==> src/rtl/a23_rotate_pkg.sv <==
// Shared widths, direction encodings and requester ID type for the rotate arbiter.
package a23_rotate_pkg;

  localparam int unsigned DEF_DATA_W = 32;
  localparam int unsigned DEF_AMT_W  = 5;

  localparam logic ROT_LEFT  = 1'b0;
  localparam logic ROT_RIGHT = 1'b1;

  typedef logic req_id_t;

  localparam req_id_t REQ_ID_0 = 1'b0;
  localparam req_id_t REQ_ID_1 = 1'b1;

endpackage

==> src/rtl/a23_rotate_core.sv <==
// Purely combinational log-depth barrel rotator: stage i rotates by 2^i when amount bit i is set.
module a23_rotate_core
  import a23_rotate_pkg::*;
#(
  parameter int unsigned DATA_W = DEF_DATA_W,
  parameter int unsigned AMT_W  = DEF_AMT_W
) (
  input  logic [DATA_W-1:0] operand_i,
  input  logic [AMT_W-1:0]  amount_i,
  input  logic              dir_i,
  output logic [DATA_W-1:0] result_o
);

  logic [DATA_W-1:0] acc;
  int unsigned       sh;

  // Cascade of conditional power-of-two rotations; left and right share the same staging.
  always_comb begin
    acc = operand_i;
    sh  = 0;
    for (int i = 0; i < int'(AMT_W); i++) begin
      sh = 32'(1) << i;
      if (amount_i[i]) begin
        if (dir_i == ROT_RIGHT) begin
          acc = (acc >> sh) | (acc << (DATA_W - sh));
        end else begin
          acc = (acc << sh) | (acc >> (DATA_W - sh));
        end
      end
    end
    result_o = acc;
  end

endmodule

==> src/rtl/a23_rotate_arbiter.sv <==
// Two-requester round-robin front end sharing one barrel rotator, with a single registered response slot.
module a23_rotate_arbiter
  import a23_rotate_pkg::*;
#(
  parameter int unsigned DATA_W = DEF_DATA_W,
  parameter int unsigned AMT_W  = DEF_AMT_W
) (
  input  logic              i_clk,
  input  logic              i_rst_n,
  input  logic              i_req0_valid,
  output logic              o_req0_ready,
  input  logic [DATA_W-1:0] i_req0_data,
  input  logic [AMT_W-1:0]  i_req0_amount,
  input  logic              i_req0_dir,
  input  logic              i_req1_valid,
  output logic              o_req1_ready,
  input  logic [DATA_W-1:0] i_req1_data,
  input  logic [AMT_W-1:0]  i_req1_amount,
  input  logic              i_req1_dir,
  output logic              o_rsp_valid,
  input  logic              i_rsp_ready,
  output logic [DATA_W-1:0] o_rsp_data,
  output req_id_t           o_rsp_id
);

  if (AMT_W != $clog2(DATA_W) || DATA_W != (32'(1) << AMT_W)) begin : g_param_check
    $error("a23_rotate_arbiter: DATA_W must be a power of two and AMT_W must equal log2(DATA_W)");
  end

  logic              rsp_valid_q, rsp_valid_d;
  logic [DATA_W-1:0] rsp_data_q,  rsp_data_d;
  req_id_t           rsp_id_q,    rsp_id_d;
  req_id_t           last_q,      last_d;

  logic              grant0, grant1;
  logic              can_accept;
  logic              xfer;
  req_id_t           sel_id;
  logic [DATA_W-1:0] sel_data;
  logic [AMT_W-1:0]  sel_amount;
  logic              sel_dir;
  logic [DATA_W-1:0] rot_result;

  // Round-robin grant: on contention the requester that did not win the last transfer goes next.
  always_comb begin
    grant0 = 1'b0;
    grant1 = 1'b0;
    if (i_req0_valid && i_req1_valid) begin
      if (last_q == REQ_ID_1) begin
        grant0 = 1'b1;
      end else begin
        grant1 = 1'b1;
      end
    end else begin
      grant0 = i_req0_valid;
      grant1 = i_req1_valid;
    end
  end

  // Handshake: accept only when the result slot is empty or being drained; silent while in reset.
  always_comb begin
    can_accept   = ~rsp_valid_q | i_rsp_ready;
    o_req0_ready = grant0 & can_accept & i_rst_n;
    o_req1_ready = grant1 & can_accept & i_rst_n;
    xfer         = o_req0_ready | o_req1_ready;
  end

  // Steer the granted requester's operation into the shared rotator.
  always_comb begin
    sel_id     = grant1 ? REQ_ID_1 : REQ_ID_0;
    sel_data   = grant1 ? i_req1_data   : i_req0_data;
    sel_amount = grant1 ? i_req1_amount : i_req0_amount;
    sel_dir    = grant1 ? i_req1_dir    : i_req0_dir;
  end

  a23_rotate_core #(
    .DATA_W (DATA_W),
    .AMT_W  (AMT_W)
  ) u_core (
    .operand_i (sel_data),
    .amount_i  (sel_amount),
    .dir_i     (sel_dir),
    .result_o  (rot_result)
  );

  // Result slot and last-grant pointer update; pointer moves only on an actual transfer.
  always_comb begin
    rsp_valid_d = rsp_valid_q;
    rsp_data_d  = rsp_data_q;
    rsp_id_d    = rsp_id_q;
    last_d      = last_q;
    if (xfer) begin
      rsp_valid_d = 1'b1;
      rsp_data_d  = rot_result;
      rsp_id_d    = sel_id;
      last_d      = sel_id;
    end else if (i_rsp_ready) begin
      rsp_valid_d = 1'b0;
    end
  end

  // State registers; reset points last grant at requester 1 so requester 0 wins first contention.
  always_ff @(posedge i_clk or negedge i_rst_n) begin
    if (!i_rst_n) begin
      rsp_valid_q <= 1'b0;
      rsp_data_q  <= '0;
      rsp_id_q    <= REQ_ID_0;
      last_q      <= REQ_ID_1;
    end else begin
      rsp_valid_q <= rsp_valid_d;
      rsp_data_q  <= rsp_data_d;
      rsp_id_q    <= rsp_id_d;
      last_q      <= last_d;
    end
  end

  assign o_rsp_valid = rsp_valid_q;
  assign o_rsp_data  = rsp_data_q;
  assign o_rsp_id    = rsp_id_q;

endmodule

==> config.mk <==
export PLATFORM = sky130hd
export DESIGN_NAME = a23_rotate_arbiter
export DESIGN_NICKNAME = d
export VERILOG_FILES = /design/src/rtl/a23_rotate_pkg.sv /design/src/rtl/a23_rotate_core.sv /design/src/rtl/a23_rotate_arbiter.sv
export SDC_FILE = /design/constraint.sdc
export NUM_CORES = 1
export LEC_CHECK = 0
export ABC_AREA = 1
export BUFFER_PORTS_ARGS = -buffer_cell sky130_fd_sc_hd__buf_2
export CAP_MARGIN = 20
export CORE_ASPECT_RATIO = 1.1
export CORE_UTILIZATION = 58
export CTS_CLUSTER_SIZE = 12
export DETAILED_ROUTE_END_ITERATION = 10
export GPL_TIMING_DRIVEN = 0
export HOLD_SLACK_MARGIN = 0.15
export PLACE_DENSITY = 0.84
export RECOVER_POWER = 50
export SLEW_MARGIN = 20
export SYNTH_ARGS = -nofsm -noshare
export SYNTH_HDL_FRONTEND = slang
export SYNTH_HIERARCHICAL = 1
export SYNTH_SLANG_ARGS = --single-unit
==> constraint.sdc <==
create_clock -name i_clk -period 3.25 [get_ports i_clk]
set_input_delay 0.325 -clock i_clk [delete_from_list [all_inputs] [get_ports i_clk]]
set_output_delay 0.325 -clock i_clk [all_outputs]
set_load 0.01 [all_outputs]
# Word level (Yosys, flattened, before mapping)
# Cells that the tools add are included.
[totals]
out_inout_bits = 36
reg_bits = 35
elab_cells = 41
[classes]
muxes = 19
reduce_logical = 2
bitwise = 16
[op_table]
columns = ["operator", "count"]
rows = [
  ["32-bit two-way mux", 10],
  ["24-bit by 32-bit bitwise OR with 32-bit output", 1],
  ["28-bit by 32-bit bitwise OR with 32-bit output", 1],
  ["30-bit by 32-bit bitwise OR with 32-bit output", 1],
  ["31-bit by 32-bit bitwise OR with 32-bit output", 1],
  ["32-bit by 1-bit bitwise OR with 32-bit output", 1],
  ["32-bit by 16-bit bitwise OR with 32-bit output", 1],
  ["32-bit by 2-bit bitwise OR with 32-bit output", 1],
  ["32-bit by 4-bit bitwise OR with 32-bit output", 1],
  ["32-bit by 8-bit bitwise OR with 32-bit output", 1],
  ["1-bit two-way mux", 8],
  ["5-bit two-way mux", 1],
  ["1-bit AND", 4],
  ["1-bit bitwise OR", 2],
  ["2-bit nonzero test", 1],
  ["1-bit logical AND", 1],
  ["1-bit inverter", 1],
]

# Longest topological paths before layout
[depth]
ltp_word = 17
depth_mapped = 21

# Modules after synthesis
# The synthesis kept the hierarchy.
[by_module_without_submodules]
columns = ["mod", "n_inst", "cells_per_inst", "seq_area_each_um2", "area_per_inst_um2"]
rows = [
  ["a23_rotate_core", 1, 772, 0.0, 3868.7],
  ["a23_rotate_arbiter", 1, 283, 877.1, 1964.4],
]

# Worst setup path before layout
# OpenSTA, ideal clock, no wires.
[synth_path]
kind = "reg2reg"
start = "reg last_q"
end = "reg rsp_data_q[17], in the netlist o_rsp_data[17]"
n_path_buf = 4
setup_slack_ps = 817
stages_incl_launch_ff = 21
required_time_ps = 3133
arrival_time_ps = 2317
path_cell_list = "dfstp_2 nand2_1 nand2_2 inv_2 buf_6 buf_6 nand2_1 nand2_1 buf_6 buf_6 or2_2 nand3_1 nand3_2 nand3_1 nand3_2 nand3_1 nand3_1 nand3_1 nand2_1 nand2_1 nand2_1"
[synth_via]
elab_cells_between_ends = 30
classes_between = "mux: 16; bitwise: 14"
[synth_rtl]
columns = ["element", "line_no", "rtl"]
rows = [
  ["start, declared", "a23_rotate_arbiter.sv:33", "req_id_t last_q, last_d;"],
  ["start signal, assigned", "a23_rotate_arbiter.sv:113", "last_q <= last_d;"],
  ["1-bit two-way mux *", "a23_rotate_arbiter.sv:49", "if (last_q == REQ_ID_1) begin"],
  ["1-bit two-way mux *", "a23_rotate_arbiter.sv:48", "if (i_req0_valid && i_req1_valid) begin"],
  ["5-bit two-way mux *", "a23_rotate_arbiter.sv:72", "sel_amount = grant1 ? i_req1_amount : i_req0_amount;"],
  ["named net sel_amount[0]", "a23_rotate_arbiter.sv:40", "logic [AMT_W-1:0] sel_amount;"],
  ["32-bit two-way mux *", "a23_rotate_core.sv:23", "if (amount_i[i]) begin"],
  ["32-bit by 2-bit bitwise OR with 32-bit output or 30-bit by 32-bit bitwise OR with 32-bit output (tied branches)", "a23_rotate_core.sv:27, a23_rotate_core.sv:25", ""],
  ["32-bit two-way mux", "a23_rotate_core.sv:24", "if (dir_i == ROT_RIGHT) begin"],
  ["32-bit two-way mux *", "a23_rotate_core.sv:23", ""],
  ["32-bit by 4-bit bitwise OR with 32-bit output or 28-bit by 32-bit bitwise OR with 32-bit output (tied branches)", "a23_rotate_core.sv:27, a23_rotate_core.sv:25", ""],
  ["32-bit two-way mux", "a23_rotate_core.sv:24", ""],
  ["32-bit two-way mux *", "a23_rotate_core.sv:23", ""],
  ["32-bit by 8-bit bitwise OR with 32-bit output or 24-bit by 32-bit bitwise OR with 32-bit output (tied branches)", "a23_rotate_core.sv:27, a23_rotate_core.sv:25", ""],
  ["32-bit two-way mux", "a23_rotate_core.sv:24", ""],
  ["32-bit two-way mux *", "a23_rotate_core.sv:23", ""],
  ["32-bit by 16-bit bitwise OR with 32-bit output", "a23_rotate_core.sv:25, a23_rotate_core.sv:27", ""],
  ["32-bit two-way mux *", "a23_rotate_core.sv:23", ""],
  ["named net rot_result[17]", "a23_rotate_arbiter.sv:42", "logic [DATA_W-1:0] rot_result;"],
  ["end signal, assigned", "a23_rotate_arbiter.sv:111", "rsp_data_q <= rsp_data_d;"],
  ["end, declared", "a23_rotate_arbiter.sv:31", "logic [DATA_W-1:0] rsp_data_q, rsp_data_d;"],
]
# The timed path passes the listed nets; every way through them passes the cells marked *.
# A chain may end at the register's enable or synchronous reset.

# Worst setup path after layout
[layout_path]
start = "reg last_q"
end = "reg rsp_data_q[15], in the netlist o_rsp_data[15]"
# Same word-level chain as after synthesis.

==> impl_results.md <==
- Final min period: 3.113 ns
- Layout cells sized above 1: 0.1890
- DRC: 22
- Met2 Usage GRT: 0.7244
- CTS tree: yes
- Vias in the first global route: roughly 7000
- Max Slew Vio Count: 0
- IO Pins: 117
- Sequential area share after synthesis: 0.1504
- Setup crit start: last_q$_DFFE_PN1P_
- Hold Path Depth: 4
- Status: complete, but fails checks
- # clock sinks: 35
- Reg2Reg Depth: 19
- Critical hold path startpoint: i_rsp_ready
- Placed Instances: 1291
- Number of I/O port buffers: about 120
- Ys Warns: 6
- Worst hold path class: in -> reg
- CP arrival: about 3.3 ns
- FF-to-FF End: o_rsp_data[15]$_DFFE_PN0P_
- Hold Path End: o_rsp_valid$_DFFE_PN0P_
- Post-synthesis cell type count: 21
- Vias after detailed routing: roughly 7600
- Core Region: ~9800 um2
- Internal: about 0.0017 W
- Met3 GRT Util: 0.04042
- R2R setup slack: 0.14 ns
- Gr busiest metal: met2
- Die ar.: between 10000 and 15000 um2
- Largest net degree at the start of global routing: 38
- Core Util, Final: 0.6761
- Height of the die: around 110 um
- Clock Latency Late Sink: between 0.2 and 0.3 ns
- Synthesized area: 5833 um2
- Power Dens Cells: between 500 and 600 nW/um2
- Cell taking the most area after synthesis: nand3_1
- Final count of negative-setup-slack endpoints: 0
- Worst reg2reg startpoint: last_q$_DFFE_PN1P_
- Place WS: roughly 0.17 ns
- Root Buffer: clkbuf_8
- RSZ-0062 raised after global routing: false
- Initial DRC count: around 600
- Met1 usage: 0.4495
- Post-synth net total: roughly 1100
- Slew @ Worst Pin: about 0.75 ns
- Post-synth top area share: 0.3132
- TritonCTS buffer count: 5
- Pleak: roughly 3.7 nW
- Cells after Synth: between 1000 and 1500
- Routed WL: roughly 21 mm
- DPL Wire Length: between 15 and 20 mm
- Clk buf depth: 2
- Synth-to-layout area growth: 14.07%
- Clock Power Share: 0.102
- Mean Syn Cell Area: ~5.5 um2
- Fin nets: 1260
- WHS: between 0.3 and 0.4 ns
- Relative slew margins: 0.5008
- Switch share: 0.5360
- RePlAce Congestion: between 1 and 1.5
- Worst setup SP type: register
- Failing checks: design-rule violations
- Final Non-Filler Cells: between 1000 and 1500
- CP Capture Type: register
- Initial cell density of the core: 0.5927
- Fin Clk Skew: around 0.011 ns
- Total congestion overflow: 0
- Critical Path RT: approximately 3.4 ns
- Via/cell ratio: approximately 5.9
- Pre-antenna DRT Iters: 10
- Reg power frac: 0.190
- Post-layout worst setup margin: approximately 0.14 ns
- Max-cap violation count: 0
- CP Max Fanout: 10
- Drt wl/cell: around 16 um
- F_max: around 320 MHz
- Final Hold Viols: 0
- Switch Pwr: about 0.0020 W
- Logic gate share of total power: 0.708
- Clock transition at path regs: roughly 0.080 ns
- Post-route ant nets: 0
- Row count: 38
- Tot GR Track Use: 0.4136
- Chip Width: ~98 um
- First-pass GRT wire length: 34.04 mm
- Area contributors post-synth: nand3_1 31%, nand2_1 30%, dfrtp_1 15%
- Total inserted antenna cells: 0
- Tcrit/Tclk final: 0.9579
- Setup TNS Final: 0 ns
- Register bit total from synthesis: 35
- VDD IR-drop max: about 0.29 mV
- Initial antenna violation count: 0
- Setup Crit Path Kind: reg -> reg
- CTS H-tree lvls: 2
==> routing by layer <==
metal	vias to the layer above	part of all wire
li1	3764	-
met1	3325	0.38
met2	444	0.47
met3	111	0.067
met4	0	0.081
met5	-	0
==> per-stage QoR <==
step           area [um2]  power, W
6_report             6654  0.003722
3_5_place_dp         6564  0.003307
3_3_place_gp         6564  0.003265
4_1_cts              6686  0.003698
5_1_grt              6654  0.004024
2_1_floorplan        5833  0.002560
==> cells in the mapped netlist (all sizes together) <==
cell and count:
dfrtp 34, clkbuf 14, dfstp 1, nand2 476
nor2 1, a21oi 2, o21ai 1, buf 66
inv 11, or2 32, nand3 417
==> sequential cells by signal, indices dropped and copies added, names as in the netlist <==
register and count:
o_rsp_data 32, last_q 1, o_rsp_id 1, o_rsp_valid 1
==> power by group through the flow <==
stage          sequential [W]  combinational [W]  clock [W]
2_1_floorplan        0.000793            0.00177          0
3_3_place_gp         0.000694            0.00257          0
3_5_place_dp         0.000704            0.00260          0
4_1_cts              0.000698            0.00262   0.000384
5_1_grt              0.000721            0.00290   0.000404
6_report             0.000707            0.00264   0.000379
==> kinds of logic (layout without fill, tap and decap cells) <==
group                  after synthesis  in the layout  share of synthesized area
AOI/OAI and AO/OA                    3              3                   0.005148
and+or+nand+nor                    926            926                     0.7471
DFF                                 35             35                     0.1504
buffers and inverters               91            216                    0.09738
==> how the worst max path moves through the flow <==
stage	endpoint	cells past startpoint
4_1_cts	o_rsp_data[15]$_DFFE_PN0P_	19
2_1_floorplan	o_rsp_data[17]$_DFFE_PN0P_	20
5_1_grt	o_rsp_data[15]$_DFFE_PN0P_	19
3_3_place_gp	o_rsp_data[15]$_DFFE_PN0P_	19
6_report	o_rsp_data[15]$_DFFE_PN0P_	19
3_5_place_dp	o_rsp_data[15]$_DFFE_PN0P_	19
==> worst max-delay path, stage by stage, from the launching register on <==
cell      delay [ns]
dfstp_2         0.55
nand2_1         0.06
nand2_2         0.12
buf_4           0.20
buf_4           0.18
nand2_1         0.06
nand2_1         0.07
buf_6           0.14
clkbuf_4        0.25
nand3_1         0.17
nand3_1         0.19
nand3_1         0.16
nand3_1         0.12
nand3_2         0.10
nand3_1         0.09
nand3_1         0.12
nand3_1         0.11
nand2_1         0.14
nand2_1         0.10
nand2_1         0.05
==> cell usage in the layout (no fill, tap or decap), drive strengths merged <==
master       count
clkbuf          55
or2             32
dlygate4sd3      1
nor2             1
clkinv           2
dfstp            1
nand2          476
nand3          417
dfrtp           34
buf            146
bufinv           1
inv             11
o21ai            1
a21oi            2
==> area by class of cell <==
cell class | count | area (um2)
flip-flops and latches | 35 | 877.1
fillers | 1001 | 3188
clock inverters | 3 | 43.79
multi-input cells | 929 | 4393
inverters | 11 | 41.29
clock buffers | 5 | 68.82
well taps | 120 | 150.1
plain buffers | 80 | 531.8
repair buffers | 117 | 548.0
==> repair_timing <==
action,CTS,global route
hold endpoints to repair,34,0
setup buffers,0,0
gates resized for setup,0,3
endpoints found under the setup margin,0,8
hold buffers,1,0
Power figures use the tool's default switching activity.
